`config.mk`:
```
export PLATFORM = sky130hd
export DESIGN_NAME = alu_op_sequencer
export DESIGN_NICKNAME = d
export VERILOG_FILES = /design/src/rtl/alu_pkg.sv /design/src/rtl/alu_cmd_fifo.sv /design/src/rtl/alu_op_sequencer.sv
export SDC_FILE = /design/constraint.sdc
export NUM_CORES = 1
export LEC_CHECK = 0
export ABC_AREA = 1
export BUFFER_PORTS_ARGS = -buffer_cell sky130_fd_sc_hd__buf_2
export CAP_MARGIN = 20
export CORE_ASPECT_RATIO = 1.2
export CORE_UTILIZATION = 52
export DETAILED_ROUTE_END_ITERATION = 8
export MAX_ROUTING_LAYER = met4
export PLACE_DENSITY = 0.76
export RECOVER_POWER = 100
export SLEW_MARGIN = 25
export SYNTH_ARGS = -nofsm -noshare
export SYNTH_HDL_FRONTEND = slang
export SYNTH_HIERARCHICAL = 1
export SYNTH_SLANG_ARGS = --single-unit
```
`constraint.sdc`:
```
create_clock -name clk -period 4.3 [get_ports clk]
set_input_delay 0 -clock clk [delete_from_list [all_inputs] [get_ports clk]]
set_output_delay 0 -clock clk [all_outputs]
set_load 0.005 [all_outputs]
```
`src/rtl/alu_pkg.sv`:
```
// alu_pkg: ALU opcode and sequencer state types shared by the command sequencer
package alu_pkg;
  typedef enum logic [3:0] {
    NOP  = 4'h0,
    ADD  = 4'h1,
    SUB  = 4'h2,
    MUL  = 4'h3,
    DIV  = 4'h4,
    AND  = 4'h6,
    OR   = 4'h7,
    XOR  = 4'h8,
    NOT  = 4'h9,
    NAND = 4'hA,
    NOR  = 4'hB,
    XNOR = 4'hC,
    SHL  = 4'hD,
    SHR  = 4'hE
  } alu_op_e;
  typedef enum logic [1:0] {IDLE, ISSUE, RESP} seq_state_e;
  function automatic logic is_legal_op(input logic [3:0] op);
    return op != 4'h5 && op != 4'hF;
  endfunction
endpackage

```
`src/rtl/alu_cmd_fifo.sv`:
```
// alu_cmd_fifo: synchronous command FIFO with full/empty flags
module alu_cmd_fifo #(
  parameter int W     = 72,
  parameter int DEPTH = 4
) (
  input  logic         clk,
  input  logic         reset,
  input  logic         push,
  input  logic         pop,
  input  logic [W-1:0] wr_data,
  output logic [W-1:0] rd_data,
  output logic         full,
  output logic         empty
);
  localparam int AW = $clog2(DEPTH);
  localparam int CW = AW + 1;
  logic [W-1:0] mem [DEPTH];
  logic [AW-1:0] wr_ptr, rd_ptr;
  logic [CW-1:0] count;
  logic do_push, do_pop;
  assign full    = count == CW'(DEPTH);
  assign empty   = count == '0;
  assign do_push = push && !full;
  assign do_pop  = pop && !empty;
  assign rd_data = mem[rd_ptr];
  always_ff @(posedge clk)
    if (do_push) mem[wr_ptr] <= wr_data;
  always_ff @(posedge clk or posedge reset)
    if (reset) begin
      wr_ptr <= '0;
      rd_ptr <= '0;
      count  <= '0;
    end else begin
      wr_ptr <= wr_ptr + AW'(do_push);
      rd_ptr <= rd_ptr + AW'(do_pop);
      count  <= count + CW'(do_push) - CW'(do_pop);
    end
endmodule

```
`src/rtl/alu_op_sequencer.sv`:
```
// alu_op_sequencer: FIFO-buffered ALU command issuer with tagged responses; ALU_SEQ_DIV0_CHECK_EN traps DIV by zero locally
module alu_op_sequencer import alu_pkg::*; #(
  parameter int DATA_W     = 32,
  parameter int OP_W       = 4,
  parameter int TAG_W      = 4,
  parameter int FIFO_DEPTH = 4,
  parameter int ALU_LAT    = 1
) (
  input  logic              clk,
  input  logic              reset,
  input  logic              cmd_valid,
  output logic              cmd_ready,
  input  logic [DATA_W-1:0] cmd_a,
  input  logic [DATA_W-1:0] cmd_b,
  input  logic [OP_W-1:0]   cmd_op,
  input  logic [TAG_W-1:0]  cmd_tag,
  output logic [DATA_W-1:0] alu_a,
  output logic [DATA_W-1:0] alu_b,
  output logic [OP_W-1:0]   alu_opcode,
  input  logic [DATA_W-1:0] alu_c,
  input  logic              alu_err,
  output logic              rsp_valid,
  input  logic              rsp_ready,
  output logic [DATA_W-1:0] rsp_data,
  output logic              rsp_err,
  output logic [TAG_W-1:0]  rsp_tag,
  output logic              busy
);
  localparam int EW = 2*DATA_W + OP_W + TAG_W;
  localparam int CW = ALU_LAT > 1 ? $clog2(ALU_LAT) : 1;
  logic [EW-1:0] head;
  logic [DATA_W-1:0] h_a, h_b, trap_data;
  logic [OP_W-1:0] h_op;
  logic [TAG_W-1:0] h_tag, tag_q;
  logic full, empty, pop, trap;
  logic [CW-1:0] cnt;
  seq_state_e state;
  alu_cmd_fifo #(.W(EW), .DEPTH(FIFO_DEPTH)) u_fifo (
    .clk(clk), .reset(reset), .push(cmd_valid), .pop(pop),
    .wr_data({cmd_tag, cmd_op, cmd_b, cmd_a}), .rd_data(head),
    .full(full), .empty(empty)
  );
  assign {h_tag, h_op, h_b, h_a} = head;
  assign cmd_ready = !full;
  assign busy      = state != IDLE || !empty;
  assign pop       = !empty && (state == IDLE || (state == RESP && rsp_ready));
`ifdef ALU_SEQ_DIV0_CHECK_EN
  logic div0;
  assign div0      = h_op == OP_W'(DIV) && h_b == '0;
  assign trap      = !is_legal_op(h_op) || div0;
  assign trap_data = div0 ? '1 : '0;
`else
  assign trap      = !is_legal_op(h_op);
  assign trap_data = '0;
`endif
  // trapped commands skip the ALU and answer on the cycle after the pop
  always_ff @(posedge clk or posedge reset)
    if (reset) begin
      state      <= IDLE;
      cnt        <= '0;
      tag_q      <= '0;
      alu_a      <= '0;
      alu_b      <= '0;
      alu_opcode <= '0;
      rsp_valid  <= 1'b0;
      rsp_data   <= '0;
      rsp_err    <= 1'b0;
      rsp_tag    <= '0;
    end else begin
      if (state == ISSUE) begin
        if (cnt == '0) begin
          state      <= RESP;
          rsp_valid  <= 1'b1;
          rsp_data   <= alu_c;
          rsp_err    <= alu_err;
          rsp_tag    <= tag_q;
          alu_opcode <= '0;
        end else cnt <= cnt - 1'b1;
      end else if (state == RESP && rsp_ready) begin
        rsp_valid <= 1'b0;
        state     <= IDLE;
      end
      if (pop) begin
        if (trap) begin
          state     <= RESP;
          rsp_valid <= 1'b1;
          rsp_data  <= trap_data;
          rsp_err   <= 1'b1;
          rsp_tag   <= h_tag;
        end else begin
          state      <= ISSUE;
          alu_a      <= h_a;
          alu_b      <= h_b;
          alu_opcode <= h_op;
          tag_q      <= h_tag;
          cnt        <= CW'(ALU_LAT - 1);
        end
      end
    end
endmodule

```
==> run_results.csv, run 1 <==
group,metric,value,unit
clock_network,h-tree-depth,2,
clock_network,cts_buffers,39,
final_layout,layout.nets,1745,
grt,antenna_found_initial,1,
setup_path,crit_chain,"inv_1 > nand2_1 > o21ai_0 > nor2_1 > clkbuf_2",
grt,grt-busiest-layer,"met2",
timing,setup_viol,0,
power_and_ir_drop,p_leak,7.52,nW
grt,grt_start_max_net_pins,86,
timing,skew,15.3,ps
routing,num_vias,10877,
routing,vias_per_cell,5.30,
clock_network,cts-resized-gates,0,
routing,drtPass1Iterations,5,
timing,fin_setup_tns,0,ps
clock_network,cts_buffer_depth,3,
min_path,hold_start,"cmd_valid",
floorplanning,die_w,160,um
logic_synthesis,postSynthAreaPerCell,11.8,sq um
final_layout,mostFrequentLayoutCells,"316 x nand2_1, 288 x edfxtp_1, 227 x nor2_1, 204 x o21ai_0, 149 x clkbuf_1",
setup_path,crit_family,"simple AND/OR/NAND/NOR gates",
final_layout,fin_area,19100,sq um
grt,overflow,0,
logic_synthesis,netlist_area,15700,sq um
routing,ant_nets,0,
power_and_ir_drop,p_sw,4.97,mW
placement,dpl.hpwl,19700,um
setup_path,critPathLaunch,"u_fifo/count[1]",
outcome,status,"complete, but fails checks",
run,drv_cap,6,
floorplanning,start_util,52.9,%
setup_path,crit_slowest_cell,"nor2_1",
routing,drt_iter0_drc,881,
routing,drt-total-wl,35300,um
timing,fmax,261,MHz
floorplanning,dieHeight,192,um
grt,grtUsageMet1,28.1,%
power_and_ir_drop,peakVddDrop,523,uV
setup_path,start_kind,"flop",
power_and_ir_drop,power_density,721,nW/um^2
grt,grt_pass1_vias,10750,
final_layout,syn2layout_area_growth,22.0,%
logic_synthesis,ys_ff_latch,408,
placement,port_buffers,216,
power_and_ir_drop,comb_power_share,32.1,%
floorplanning,core,29600,sq um
clock_network,cts_tree,"built",
routing,drc,0,
min_path,hold_path_class,"in2reg",
grt,track_usage,23.7,%
timing,finalMaxSlewViolations,242,
grt,use_met3,3.28,%
setup_path,worst-path-max-fanout,31,
logic_synthesis,seq_area_frac_synth,74.4,%
floorplanning,rows,69,
logic_synthesis,synth.largest_area_cell,"edfxtp_1",
outcome,violations,"max-capacitance violations, max-slew violations",
floorplanning,io_pins,217,
logic_synthesis,synth_area_leaders,"edfxtp_1 55%, dfrtp_1 19%, nand2_1 7.6%",
logic_synthesis,yosysWarnings,6,
power_and_ir_drop,swShare,36.0,%
placement,place_area,17000,sq um
timing,worst_pin_slew,2870,ps
timing,slew-limit-headroom,-91.7,%
logic_synthesis,netlist_instances,1327,
final_layout,final_common_cell,"nand2_1",
clock_network,clkLatencyLatePin,530,ps
logic_synthesis,ys_types,28,
clock_network,cts_sinks,408,
routing,wire_per_inst,17.2,um
setup_path,cp-end-kind,"flop",
power_and_ir_drop,clock_power_share,24.6,%
grt,grt_pass1_wl,55100,um
grt,grtUsageMet2,40.9,%
setup_path,cpPeakStageDelay,1710,ps
timing,fin_crit,3830,ps
logic_synthesis,synth_top_area_share,55.2,%
clock_network,clockRootBuffer,"clkbuf_16",
timing,hold_violations,0,
clock_network,clkTransAtPathRegs,60,ps
final_layout,layout-drive-gt1-share,9.50,%
setup_path,cp.arrival,3970,ps
timing,rsz0062_at_grt,"no",
setup_path,critPathRequiredTime,4440,ps
timing,fin_crit_sh,89.0,%
logic_synthesis,syn_nets,1439,
setup_path,path_buf_inv,2,
power_and_ir_drop,p_int,8.81,mW
power_and_ir_drop,seq_power_share,43.4,%
setup_path,reg2reg_from,"u_fifo/count[1]",
placement,gp_congestion,0.808,
setup_path,path_class,"reg2reg",
floorplanning,dieArea,30800,sq um
[cell families (layout without fill, tap and decap cells)]
group                    Yosys count  after routing  share of synthesized area (%)
XOR/XNOR                           2              2                          0.112
AO/OA/AOI/OAI                    264            264                           8.56
AND/OR/NAND/NOR                  556            556                           13.6
adder cells (fa/ha/maj)            3              3                          0.287
other                              0              1                              0
flip-flops                       408            408                           74.4
buffers and inverters             94            430                           3.09
[worst paths after layout]
check | endpoint | slack [ps] | depth (start not counted)
max | u_fifo/mem[1][15] | 470 | 5
min | u_fifo/wr_ptr[0] | 50 | 3
max reg2reg | u_fifo/mem[1][15] | 470 | 5
min reg2reg | alu_a[1] | 470 | 2
max in group asynchronous | alu_b[1] | 1360 | 4
min in group asynchronous | u_fifo/wr_ptr[1] | 560 | 4
[flip-flops by register name, summed over array words and instances (netlist names), 2 cells and up]
register       count
u_fifo/mem       288
alu_a             32
alu_b             32
rsp_data          32
alu_opcode         4
rsp_tag            4
tag_q              4
u_fifo/count       3
state              2
u_fifo/rd_ptr      2
u_fifo/wr_ptr      2
[repair_timing]
| action | 4_1_cts | 5_1_grt |
|---|---|---|
| setup buffers | 0 | 0 |
| endpoints found under the hold margin | 401 | 0 |
| hold buffers | 108 | 0 |
[cell usage after synthesis (all sizes together)]
cell type,instances
nand2,318
edfxtp,288
nor2,229
o21ai,226
dfrtp,120
buf,52
a21oi,33
clkbuf,21
inv,21
nand3,7
a21boi,2
ha,2
fa,1
nand3b,1
nand4,1
o211ai,1
o21bai,1
o22ai,1
xnor2,1
xor2,1
[metrics by stage]
stage                     setup slack, ps  util (%)  cells  hold WS [ps]  total power [mW]
after floorplan                       168         -   1327          -197              9.02
after CTS                             970      65.4   2053          30.6              13.9
after global routing                  294      64.5   2054          44.1              14.7
after global placement               1090      57.4   1874         -24.5              10.3
final                                 471      64.5   2054          47.9              13.8
after detailed placement              979      57.4   1874         -19.8              10.5
[power groups by stage]
stage / sequential [mW] / combinational [mW] / clock (mW)
finish: 5.98 / 4.42 / 3.38
global route: 6.08 / 5.01 / 3.60
CTS: 5.94 / 4.57 / 3.44
detailed placement: 6.00 / 4.47 / 0
global placement: 5.98 / 4.29 / 0
floorplan: 5.94 / 3.09 / 0
[worst register-to-register path, cell delays in order (launching register included)]
cell and delay, ps:
dfrtp_1 360, inv_1 80, nand2_1 100, o21ai_0 200
nor2_1 1710, clkbuf_2 990
[metal layers]
layer / share of wire, % / wire, um
met3: 6.2 / 2200
met4: 3.0 / 1040
met2: 51 / 18000
met1: 40 / 14100
met5: 0 / 0
[final cells by class]
cell class | instances | area (sq um)
antenna | 1 | 2.50
clock buffer | 59 | 1160
clock inverter | 12 | 106
fill | 2212 | 10500
inverter | 21 | 83.8
multi-input combinational | 825 | 3530
sequential | 408 | 11700
tap | 390 | 488
timing repair buffer | 338 | 2090
Note: power is estimated with default switching activity, not from simulation.
==> run 2, diff against run 1 <==
--- a/config.mk
+++ b/config.mk
@@ -5,14 +5,13 @@
 export SDC_FILE = /design/constraint.sdc
 export NUM_CORES = 1
 export LEC_CHECK = 0
-export ABC_AREA = 1
 export BUFFER_PORTS_ARGS = -buffer_cell sky130_fd_sc_hd__buf_2
 export CAP_MARGIN = 20
-export CORE_ASPECT_RATIO = 1.2
-export CORE_UTILIZATION = 52
+export CORE_ASPECT_RATIO = 1.75
+export CORE_UTILIZATION = 51
 export DETAILED_ROUTE_END_ITERATION = 8
 export MAX_ROUTING_LAYER = met4
-export PLACE_DENSITY = 0.76
+export PLACE_DENSITY = 0.75
 export RECOVER_POWER = 100
 export SLEW_MARGIN = 25
 export SYNTH_ARGS = -nofsm -noshare
==> run 2 against run 1 <==
  * Non-clock buffer count rose by 4
  * The flow still finishes with violations (max-capacitance violations, max-slew violations)
  * Clock-buffer cell count fell by 9
  * Global-route usage fell by 2.5 points
  * Flip-flop and latch count did not move
  * Synthesized cell count fell by 43%
  * Sequential share of layout area rose by 1.2 points
  * Critical endpoint is now alu_a[23]
  * Maximum frequency rose by 14%
  * Combinational power fell by 81%
==> run_results.csv, run 2 <==
group,metric,value,unit
logic_synthesis,seq_area_frac_synth,75.4,%
timing,rsz0062_at_grt,"no",
routing,vias_per_cell,5.33,
clock_network,cts_buffer_depth,3,
clock_network,cts_sinks,408,
grt,grt_start_max_net_pins,84,
timing,slew-limit-headroom,-42.4,%
power_and_ir_drop,seq_power_share,55.8,%
logic_synthesis,netlist_instances,755,
routing,ant_nets,0,
logic_synthesis,synth.largest_area_cell,"edfxtp_1",
power_and_ir_drop,peakVddDrop,322,uV
final_layout,fill_cells,2197,
logic_synthesis,postSynthAreaPerCell,20.5,sq um
logic_synthesis,ys_ff_latch,408,
routing,wire_per_inst,20.4,um
logic_synthesis,synth_top_area_share,55.9,%
grt,grt-busiest-layer,"met2",
placement,gp_congestion,0.747,
routing,drt-total-wl,30900,um
timing,fmax,298,MHz
logic_synthesis,async_flop_share,29.4,%
power_and_ir_drop,comb_power_share,9.2,%
clock_network,cts_tree,"built",
power_and_ir_drop,clock_power_share,35.0,%
logic_synthesis,synth_common_cells,"288 x edfxtp_1, 120 x dfrtp_1, 75 x nand2_1",
timing,setup_viol,0,
final_layout,layout.nets,1211,
final_layout,largest_register_ffs,288,
timing,fin_crit_sh,78.0,%
grt,use_met3,3.93,%
final_layout,layout-drive-gt1-share,19.8,%
logic_synthesis,ys_types,38,
clock_network,cts-resized-gates,0,
timing,fin_setup_tns,0,ps
floorplanning,dieArea,31000,sq um
placement,dp_slack,1190,ps
grt,antenna_found_initial,4,
power_and_ir_drop,p_sw,2.05,mW
power_and_ir_drop,p_leak,7.00,nW
final_layout,ff_latch_area,11700,sq um
floorplanning,dieHeight,232,um
run,drv_cap,5,
final_layout,syn2layout_area_growth,21.4,%
grt,grtUsageMet1,23.4,%
grt,overflow,0,
setup_path,path_class,"reg2reg",
setup_path,cp-end-kind,"flop",
floorplanning,die_w,134,um
floorplanning,rows,84,
grt,track_usage,21.1,%
clock_network,clkTransAtPathRegs,60,ps
setup_path,r2r_slack,940,ps
routing,drt_iter0_drc,378,
final_layout,final_common_cell,"edfxtp_1",
timing,fin_ws,944,ps
clock_network,clockRootBuffer,"clkbuf_16",
logic_synthesis,synth-main-ff-cell,"edfxtp_1",
grt,grtUsageMet2,37.1,%
outcome,status,"complete, but fails checks",
floorplanning,core,30000,sq um
routing,num_vias,8076,
final_layout,regMostFlops,"u_fifo/mem",
final_layout,multi_input_area,3370,sq um
timing,finalMaxSlewViolations,154,
routing,drtPass1Iterations,6,
power_and_ir_drop,fin_total_pwr,9.01,mW
routing,drc,0,
timing,fin_crit,3360,ps
logic_synthesis,yosysWarnings,6,
timing,hold_violations,0,
power_and_ir_drop,power_density,480,nW/um^2
setup_path,start_kind,"flop",
logic_synthesis,synth_edf_count,288,
power_and_ir_drop,p_int,6.97,mW
setup_path,worst-path-max-fanout,27,
clock_network,cts_buffers,37,
outcome,violations,"max-capacitance violations, max-slew violations",
placement,dpl.hpwl,17800,um
clock_network,clkLatencyLatePin,530,ps
logic_synthesis,yosysMostFrequentCell,"edfxtp_1",
min_path,hold_path_class,"in2reg",
placement,port_buffers,216,
setup_path,cp.arrival,3760,ps
grt,grt_pass1_vias,8599,
final_layout,mostFrequentLayoutCells,"288 x edfxtp_1, 179 x clkbuf_1, 118 x dfrtp_1, 107 x dlygate4sd3_1, 75 x nand2_1",
timing,worst_pin_slew,2140,ps
logic_synthesis,synth_area_leaders,"edfxtp_1 56%, dfrtp_1 19%, mux4_2 10%",
logic_synthesis,netlist_area,15500,sq um
grt,grt_pass1_wl,47400,um
floorplanning,start_util,51.6,%
setup_path,critPathRequiredTime,4700,ps
logic_synthesis,syn_nets,867,
floorplanning,io_pins,217,
power_and_ir_drop,swShare,22.7,%
clock_network,h-tree-depth,2,
timing,skew,9.98,ps
[run 2: final timing paths]
path / end / from / depth (start not counted)
max: alu_a[23] / u_fifo/rd_ptr[0] / 4
min: u_fifo/wr_ptr[0] / cmd_valid / 3
max reg2reg: alu_a[23] / u_fifo/rd_ptr[0] / 4
min reg2reg: alu_b[8] / alu_b[8] / 1
max in group asynchronous: alu_b[12] / reset / 4
min in group asynchronous: u_fifo/rd_ptr[1] / reset / 3
[run 2: power by group through the flow]
stage	Clock, mW	Sequential, mW	Combinational (mW)
after floorplan	0	5.09	0.468
after global placement	0	5.05	0.815
after detailed placement	0	5.09	0.826
after CTS	3.24	5.01	0.909
after global routing	3.36	5.07	0.902
final	3.16	5.03	0.829
[run 2: what timing repair did]
action,4_1_cts,5_1_grt
hold buffers,107,0
buffers inserted,0,0
endpoints found under the hold margin,412,0
[run 2: critical path, cell delays in order, from the launching register on]
cell      delay [ps]
dfrtp_4          770
buf_4            520
clkbuf_2         940
mux4_2           620
mux2_1           300
[run 2: logic make-up (layout without fill, tap and decap cells)]
kind of cell	after synthesis	after routing	synth area share (%)
buffers and inverters	47	416	2.01
XOR/XNOR	6	6	0.340
adder cells (fa/ha/maj)	3	3	0.291
other	0	4	0
flip-flops	408	408	75.4
multiplexers	153	153	17.7
AND/OR/NAND/NOR	97	97	2.89
AO/OA/AOI/OAI	41	41	1.44
[run 2: cell type report]
| type | instances | area share [%] |
|---|---|---|
| Sequential cell | 408 | 62.1 |
| Inverter | 10 | 0.227 |
| Antenna cell | 4 | 0.0533 |
| Tap cell | 387 | 2.58 |
| Timing Repair Buffer | 342 | 11.0 |
| Clock buffer | 50 | 5.25 |
| Multi-Input combinational cell | 300 | 18.0 |
| Clock inverter | 14 | 0.813 |
[run 2: per-stage QoR]
| step | std cells | utilization (%) | hold slack (ps) | cell area, sq um |
|---|---|---|---|---|
| floorplan | 755 | - | -197 | 15500 |
| global placement | 1339 | 56.7 | 4.14 | 17000 |
| detailed placement | 1340 | 56.8 | 30.3 | 17000 |
| CTS | 1511 | 64.2 | 12.9 | 19200 |
| global route | 1515 | 62.6 | 54.9 | 18800 |
| finish | 1515 | 62.6 | 38.5 | 18800 |
[run 2: per-layer routing]
metal / share of wire [%] / up-vias
met4: 3.8 / 0
met3: 4.5 / 69
met1: 38 / 4156
met5: 0 / -
li1: - / 3619
met2: 54 / 232
==> run 3, diff against run 2 <==
==> constraint.sdc (replaced) <==
create_clock -name clk -period 2.85 [get_ports clk]
set_input_delay 0 -clock clk [delete_from_list [all_inputs] [get_ports clk]]
set_output_delay 0 -clock clk [all_outputs]
set_load 0.005 [all_outputs]
==> run 3 against run 2 <==
  * The run still ends with max-capacitance violations, max-slew violations left
  * Final cell count grew 0.26%
  * Via count grew 0.90%
  * Final area grew 0.51%
  * Sequential share of layout area shrank 0.32 points
  * Global-route usage grew 0.18 points
  * Die area is the same
  * Worst hold slack lost 26 ps
  * Clock skew grew 2.0 ps
  * Clock power grew 53%
  * Critical path type unchanged
  * Largest power group unchanged
  * Highest routed layer unchanged
==> run_results.csv, run 3 (synthesis gave the netlist of run 2 again) <==
group,metric,value,unit
setup_path,cp-end-kind,"flop",
final_layout,syn2layout_area_growth,22.0,%
power_and_ir_drop,peakVddDrop,579,uV
clock_network,cts_sinks,408,
clock_network,clkLatencyLatePin,520,ps
grt,grt_start_max_net_pins,67,
timing,fin_ws,175,ps
final_layout,mostFrequentLayoutCells,"288 x edfxtp_1, 166 x clkbuf_1, 118 x dfrtp_1, 108 x dlygate4sd3_1, 75 x nand2_1",
placement,port_buffers,216,
grt,grt_pass1_wl,48100,um
timing,setup_viol,0,
clock_network,clkTransAtPathRegs,60,ps
final_layout,layout.nets,1217,
final_layout,final_common_cell,"edfxtp_1",
setup_path,path_class,"reg2reg",
routing,drtPass1Iterations,5,
grt,grt_pass1_vias,8848,
routing,drt-total-wl,31000,um
final_layout,largest_register_ffs,288,
power_and_ir_drop,fin_total_pwr,13.7,mW
floorplanning,start_util,51.6,%
outcome,status,"complete, but fails checks",
timing,finalMaxSlewViolations,28,
timing,fin_setup_tns,0,ps
timing,whs,12.6,ps
clock_network,cts_buffer_depth,3,
grt,overflow,0,
setup_path,critPathRequiredTime,3050,ps
routing,num_vias,8149,
outcome,violations,"max-capacitance violations, max-slew violations",
timing,worst_pin_slew,1630,ps
clock_network,cts_tree,"built",
floorplanning,die_w,134,um
setup_path,r2r_slack,180,ps
setup_path,r2r_cells,3,
power_and_ir_drop,p_leak,7.05,nW
grt,track_usage,21.3,%
timing,rsz0062_at_grt,"no",
timing,slew-limit-headroom,-8.70,%
timing,hold_violations,0,
timing,skew,11.9,ps
floorplanning,dieHeight,232,um
final_layout,fin_util,63.0,%
routing,wire_per_inst,20.4,um
setup_path,worst-path-max-fanout,45,
floorplanning,rows,84,
routing,vias_per_cell,5.36,
floorplanning,io_pins,217,
setup_path,cpPeakStageDelay,1200,ps
setup_path,path_buf_inv,1,
timing,fin_crit_sh,93.8,%
routing,ant_nets,0,
placement,place_area,17200,sq um
final_layout,layout-drive-gt1-share,20.9,%
run,drv_cap,1,
placement,dp_slack,378,ps
placement,dpl.hpwl,18300,um
timing,fin_crit,2670,ps
floorplanning,dieArea,31000,sq um
final_layout,fin_cells,1519,
setup_path,cp.arrival,2870,ps
setup_path,crit_family,"simple AND/OR/NAND/NOR gates",
setup_path,start_kind,"flop",
final_layout,regMostFlops,"u_fifo/mem",
clock_network,cts_buffers,36,
setup_path,crit_chain,"nor3b_1 > and4b_2 > buf_4",
min_path,hold_path_class,"in2async",
grt,antenna_found_initial,1,
final_layout,fin_area,18900,sq um
clock_network,clockRootBuffer,"clkbuf_16",
clock_network,h-tree-depth,2,
placement,gp_congestion,0.752,
routing,drc,0,
setup_path,reg2reg_from,"u_fifo/count[2]",
power_and_ir_drop,power_density,725,nW/um^2
setup_path,crit_slowest_cell,"and4b_2",
setup_path,worstReg2RegEnd,"u_fifo/mem[3][56]",
routing,drt_iter0_drc,338,
timing,fmax,374,MHz
floorplanning,core,30000,sq um
placement,dp.cells,1346,
[run 3: cell types whose count changed in the layout (fill, tap and decap cells not counted), sizes merged]
cell | previous run | this run
buf | 64 | 75
clkbuf | 221 | 210
clkinv | 9 | 13
clkinvlp | 1 | 5
diode | 4 | 1
dlygate4sd3 | 107 | 108
inv | 11 | 9
[run 3: layout make-up]
class,count,area [sq um]
timing repair buffer,349,2190
multi-input combinational,300,3320
clock inverter,20,186
sequential,408,11700
antenna,1,2.50
tap,387,484
fill,2199,11100
inverter,10,38.8
clock buffer,44,983
[run 3: routing by layer]
metal	wire length [um]	share of wire, %	vias up	global-route usage [%]
li1	-	-	3630	-
met1	12000	39	4215	23.9
met2	16800	54	248	37.8
met3	1200	3.9	56	3.17
met4	1010	3.3	0	8.91
met5	0	0	-	-
[run 3: power breakdown]
| group | total, mW | switching [mW] | internal, mW | leakage (nW) |
|---|---|---|---|---|
| sequential | 7.55 | 0.213 | 7.33 | 4.09 |
| combinational | 1.30 | 0.807 | 0.493 | 2.40 |
| clock | 4.83 | 2.08 | 2.74 | 0.564 |
[run 3: worst register-to-register path: stages, from the launching register on]
cell and delay (ps):
dfrtp_1 440, nor3b_1 230, and4b_2 1200, buf_4 490
[run 3: worst max-delay path by stage]
| stage | slack, ps | to | start | depth (start not counted) |
|---|---|---|---|---|
| after floorplan | -660 | u_fifo/mem[2][0] | u_fifo/count[2] | 2 |
| after global placement | 350 | u_fifo/count[2] | u_fifo/count[1] | 7 |
| after global routing | 50 | u_fifo/mem[3][56] | u_fifo/count[2] | 3 |
| after CTS | 340 | u_fifo/count[2] | u_fifo/count[1] | 7 |
| after detailed placement | 380 | u_fifo/count[2] | u_fifo/count[1] | 7 |
| final | 180 | u_fifo/mem[3][56] | u_fifo/count[2] | 3 |
[run 3: timing repair]
action                                  CTS  global route
endpoints found under the setup margin    0             0
resized for setup                         0             0
buffers inserted                          0             0
hold buffers                            108             0
hold endpoints to repair                444             0
